==> config.mk <==
export PLATFORM = sky130hd
export DESIGN_NAME = demux_stream
export DESIGN_NICKNAME = d
export VERILOG_FILES = /design/src/rtl/demux_stream.sv
export SDC_FILE = /design/constraint.sdc
export NUM_CORES = 1
export LEC_CHECK = 0
export CAP_MARGIN = 10
export CORE_ASPECT_RATIO = 0.6
export CORE_MARGIN = 10
export CORE_UTILIZATION = 48
export DETAILED_ROUTE_END_ITERATION = 7
export GPL_ROUTABILITY_DRIVEN = 0
export PLACE_DENSITY = 0.95
export SKIP_LAST_GASP = 1
export SLEW_MARGIN = 5
export SYNTH_ARGS = -nofsm -noshare
export SYNTH_HDL_FRONTEND = slang
export SYNTH_SLANG_ARGS = --single-unit
==> constraint.sdc <==
create_clock -name clock -period 5.7 [get_ports clock]
set_clock_uncertainty 0.15 [all_clocks]
set_input_delay 1.14 -clock clock [delete_from_list [all_inputs] [get_ports clock]]
set_output_delay 1.14 -clock clock [all_outputs]
set_load 0.005 [all_outputs]
==> src/rtl/demux_stream.sv <==
// demux_stream: registered 1-to-CHANNELS stream demultiplexer with
// valid/ready handshakes, broadcast, per-channel one-entry output buffers
// and a saturating count of words dropped for an out-of-range select.
//
// Ports:
//   clock        rising-edge clock for all state
//   resetN       synchronous active-low reset
//   inValid      producer has a word
//   inReady      word on inData can be accepted this cycle (combinational)
//   inData       word to route
//   inSelect     target channel index
//   inBroadcast  deliver the word to every channel, inSelect ignored
//   outValid     bit c: channel c buffer holds a word
//   outReady     bit c: consumer c takes its word this cycle
//   outData      channel c at [c*WIDTH +: WIDTH], zero while outValid[c]=0
//   dropCount    words discarded for an out-of-range select, saturating
module demux_stream #(
    parameter int unsigned WIDTH     = 16,
    parameter int unsigned CHANNELS  = 4,
    parameter int unsigned SEL_WIDTH = 2
) (
    input  logic                         clock,
    input  logic                         resetN,
    input  logic                         inValid,
    output logic                         inReady,
    input  logic [WIDTH-1:0]             inData,
    input  logic [SEL_WIDTH-1:0]         inSelect,
    input  logic                         inBroadcast,
    output logic [CHANNELS-1:0]          outValid,
    input  logic [CHANNELS-1:0]          outReady,
    output logic [CHANNELS*WIDTH-1:0]    outData,
    output logic [7:0]                   dropCount
);

    localparam int unsigned DROP_W = 8;
    localparam logic [DROP_W-1:0] DROP_MAX = '1;

    // Elaboration-time parameter sanity checks
    if (CHANNELS < 2 || CHANNELS > 16) begin : g_bad_channels
        $error("demux_stream: CHANNELS must be in 2..16");
    end
    if ((2 ** SEL_WIDTH) < CHANNELS) begin : g_bad_sel_width
        $error("demux_stream: SEL_WIDTH too narrow for CHANNELS");
    end

    logic [CHANNELS-1:0]             valid_q, valid_d;
    logic [CHANNELS-1:0][WIDTH-1:0]  data_q,  data_d;
    logic [DROP_W-1:0]               drop_q,  drop_d;

    logic [CHANNELS-1:0]             free_c;
    logic [CHANNELS-1:0]             sel_hit_c;
    logic [CHANNELS-1:0]             load_c;
    logic                            sel_in_range_c;
    logic                            accept_c;
    logic                            drop_c;

    // A buffer being drained this cycle can take a new word on the same edge
    assign free_c = ~valid_q | outReady;

    // One-hot decode of inSelect; all-zero when the select is out of range
    always_comb begin
        sel_hit_c = '0;
        for (int unsigned c = 0; c < CHANNELS; c++) begin
            if (inSelect == SEL_WIDTH'(c)) begin
                sel_hit_c[c] = 1'b1;
            end
        end
    end

    assign sel_in_range_c = |sel_hit_c;

    // Ready must not look at inValid; out-of-range words are always sunk
    always_comb begin
        inReady = 1'b1;
        if (inBroadcast) begin
            inReady = &free_c;
        end else if (sel_in_range_c) begin
            inReady = |(sel_hit_c & free_c);
        end
    end

    assign accept_c = inValid & inReady;
    assign drop_c   = accept_c & ~inBroadcast & ~sel_in_range_c;

    // Broadcast loads every channel on the same edge, so it is never partial
    always_comb begin
        load_c = '0;
        if (accept_c) begin
            load_c = inBroadcast ? {CHANNELS{1'b1}} : sel_hit_c;
        end
    end

    // Per-channel buffer update: load beats drain, drain clears the data
    always_comb begin
        valid_d = valid_q;
        data_d  = data_q;
        for (int unsigned c = 0; c < CHANNELS; c++) begin
            if (load_c[c]) begin
                valid_d[c] = 1'b1;
                data_d[c]  = inData;
            end else if (valid_q[c] && outReady[c]) begin
                valid_d[c] = 1'b0;
                data_d[c]  = '0;
            end
        end
    end

    // Saturating drop counter
    always_comb begin
        drop_d = drop_q;
        if (drop_c && (drop_q != DROP_MAX)) begin
            drop_d = drop_q + DROP_W'(1);
        end
    end

    // State registers with synchronous active-low reset
    always_ff @(posedge clock) begin
        if (!resetN) begin
            valid_q <= '0;
            data_q  <= '0;
            drop_q  <= '0;
        end else begin
            valid_q <= valid_d;
            data_q  <= data_d;
            drop_q  <= drop_d;
        end
    end

    assign outValid  = valid_q;
    assign outData   = data_q;
    assign dropCount = drop_q;

endmodule

==> qor.yml <==
global_routing:
  grt_pass1_wl_um: 13800
  grt_start_max_net_pins: 45
  first_global_vias: 2445
  grt-ovfl-total: 0
  grt_usage_pct: 18.4
  antenna_found_initial: 0
synth:
  async_flop_share_pct: 0
  synth_largest_area_cell: "dfxtp_1"
  synth-edff-count: 0
  netlist_area_um2: 2860
  seq_area_frac_synth_pct: 53.3
  yosys.area.top_type_share_pct: 53.3
  synth_common_cells: "dfxtp_1 (76), nand2_1 (69), nand2b_1 (19), nand3_1 (19), o21ai_0 (18)"
  yosysMostFrequentCell: "dfxtp_1"
  syn-num-nets: 329
  ys_warn_count: 0
  ys_seq_elements: 76
  ys.flop_type: "dfxtp_1"
  synthDistinctLibCells: 30
  synthTopCellsByArea: "dfxtp_1 (53%), nand2_1 (9.1%), mux2i_1 (5.6%)"
  syn-instance-count: 303
  postSynthAreaPerCell_um2: 9.43
power_and_ir_drop:
  ir_drop_v: 0.000218
  leakage_nw: 1.51
  finalPower_w: 0.00125
  power.density_nw_per_um2: 301
floorplanning:
  start_util_pct: 50.3
  pin_count: 103
  die_h_um: 79.8
  coreArea_um2: 5680
  die_w_um: 120
  dieArea_um2: 9540
  rows: 21
place:
  dp.cells: 472
  hpwl_um: 6740
  portBuffers: 102
  dp_slack_ns: 1.49
cts:
  cts.sinks: 76
  cts_buffers: 9
  cts-root-buf: "clkbuf_8"
  post_cts_resized: 0
  cts.htree.levels: 3
  cts_tree: "done"
  cts_hold_buf: 0
  cts_max_path_buffers: 2
  path_clk_slew_ns: 0.07
  cts_setup_buffers: 0
  clk_latency_ns: 0.33
sta:
  finalCriticalPeriod_ns: 4.23
  hold_ws_ns: 0.315
  fmax_ghz: 0.236
  tns_ns: 0
  rsz0062_at_grt: "no"
  maxSlewHeadroom_pct: 24.3
  max_slew.worst_pin.slew_ns: 1.13
  finalHoldViolCount: 0
  fin_ws_ns: 1.47
  maxSlewViolCount: 0
  finalCritPeriodShare_pct: 74.3
  setup_viol: 0
detailed_routing:
  post_drt_wl_per_cell_um: 18.8
  routed_wl_um: 9120
  m1WireLength_um: 4000
  drtAntennaViolNets: 0
  avgViaCountPerCell: 5.23
  dr_wl_met3_um: 921
  initialDrtViolationCount: 223
  vias: 2542
  top_layer: "met4"
  dr.pass1.iters: 5
  route.met2.wl_um: 4120
  detail_route.drc_violations: 0
hold_path:
  hold_path.class: "flip-flop to flip-flop"
final_layout:
  fillers: 444
  fin_cells: 486
  n_antenna_cell: 0
  nNetsFinal: 429
  drive_gt1_share_pct: 9.36
  syn_to_final_growth_pct: 45.5
worst_setup_path:
  arrival_ns: 2.94
  worstPathRequired_ns: 4.41
  path_class: "primary input to output pin"
  critPathCaptureType: "output pin"
  cp_max_fo: 3
  critPathLaunchType: "primary input"
run:
  maxCapViolCount: 0
status:
  outcome: "finished clean"
layout make-up:
| cell class | count | area, um^2 | area share (%) |
|---|---|---|---|
| Timing Repair Buffer | 107 | 1060 | 25.5 |
| Sequential cell | 76 | 1520 | 36.6 |
| Multi-Input combinational cell | 207 | 1240 | 29.9 |
| Clock inverter | 5 | 103 | 2.47 |
| Tap cell | 80 | 100 | 2.41 |
| Inverter | 2 | 7.51 | 0.181 |
| Clock buffer | 9 | 124 | 2.98 |
registers in the layout, summed over array words and instances, names as in the netlist:
name and cells:
dropCount 8, outData 64, outValid 4
cell families after synthesis:
family,after synthesis,synth area share (%)
compound gates,61,15.9
buf+inv,20,3.55
flops,76,53.3
mux,16,5.61
simple gates,130,21.6
critical path, stage by stage:
cell	delay (ns)
clkdlybuf4s50_1	0.44
nand2b_1	0.20
nand3_1	0.20
a2bb2oi_1	0.35
o22ai_1	0.14
clkdlybuf4s50_1	0.47
final timing paths:
kind,slack [ns],to,start,cells past startpoint
setup / recovery,1.47,inReady,outReady[0],6
hold / removal,0.32,outData[26]$_SDFFE_PN0P_,outData[26]$_SDFFE_PN0P_,2
setup reg to reg,3.42,outData[17]$_SDFFE_PN0P_,outValid[0]$_SDFFE_PN0P_,5
hold reg to reg,0.32,outData[26]$_SDFFE_PN0P_,outData[26]$_SDFFE_PN0P_,2
per-stage QoR:
step / instance area, um^2 / util [%]
3_3_place_gp: 3930 / 69.2
4_1_cts: 4160 / 73.2
2_1_floorplan: 2860 / -
3_5_place_dp: 3930 / 69.2
6_report: 4160 / 73.2
5_1_grt: 4160 / 73.2
layer usage:
layer  up-vias  track usage (%)
li1       1220                -
met1      1200             22.9
met2       114             28.8
met3         8             7.63
met4         0             5.40
met5         -                0
placed cells by master, fill, tap and decap left out, drive strengths merged, types with 9 or more instances in the layout:
master,Yosys,routed
a22o,16,16
clkbuf,10,9
a21oi,19,19
nand3,19,19
nand2b,19,19
o21ai,18,18
dfxtp,76,76
clkdlybuf4s50,0,102
nand2,70,70
mux2i,16,16
report_power, final:
part / switching [W] / leakage (nW) / internal (W)
logic: 0.0000937 / 0.777 / 0.000103
registers: 0.0000172 / 0.620 / 0.000561
clock network: 0.000190 / 0.111 / 0.000285
total: 0.000301 / 1.51 / 0.000949
Power figures use the tool's default switching activity.
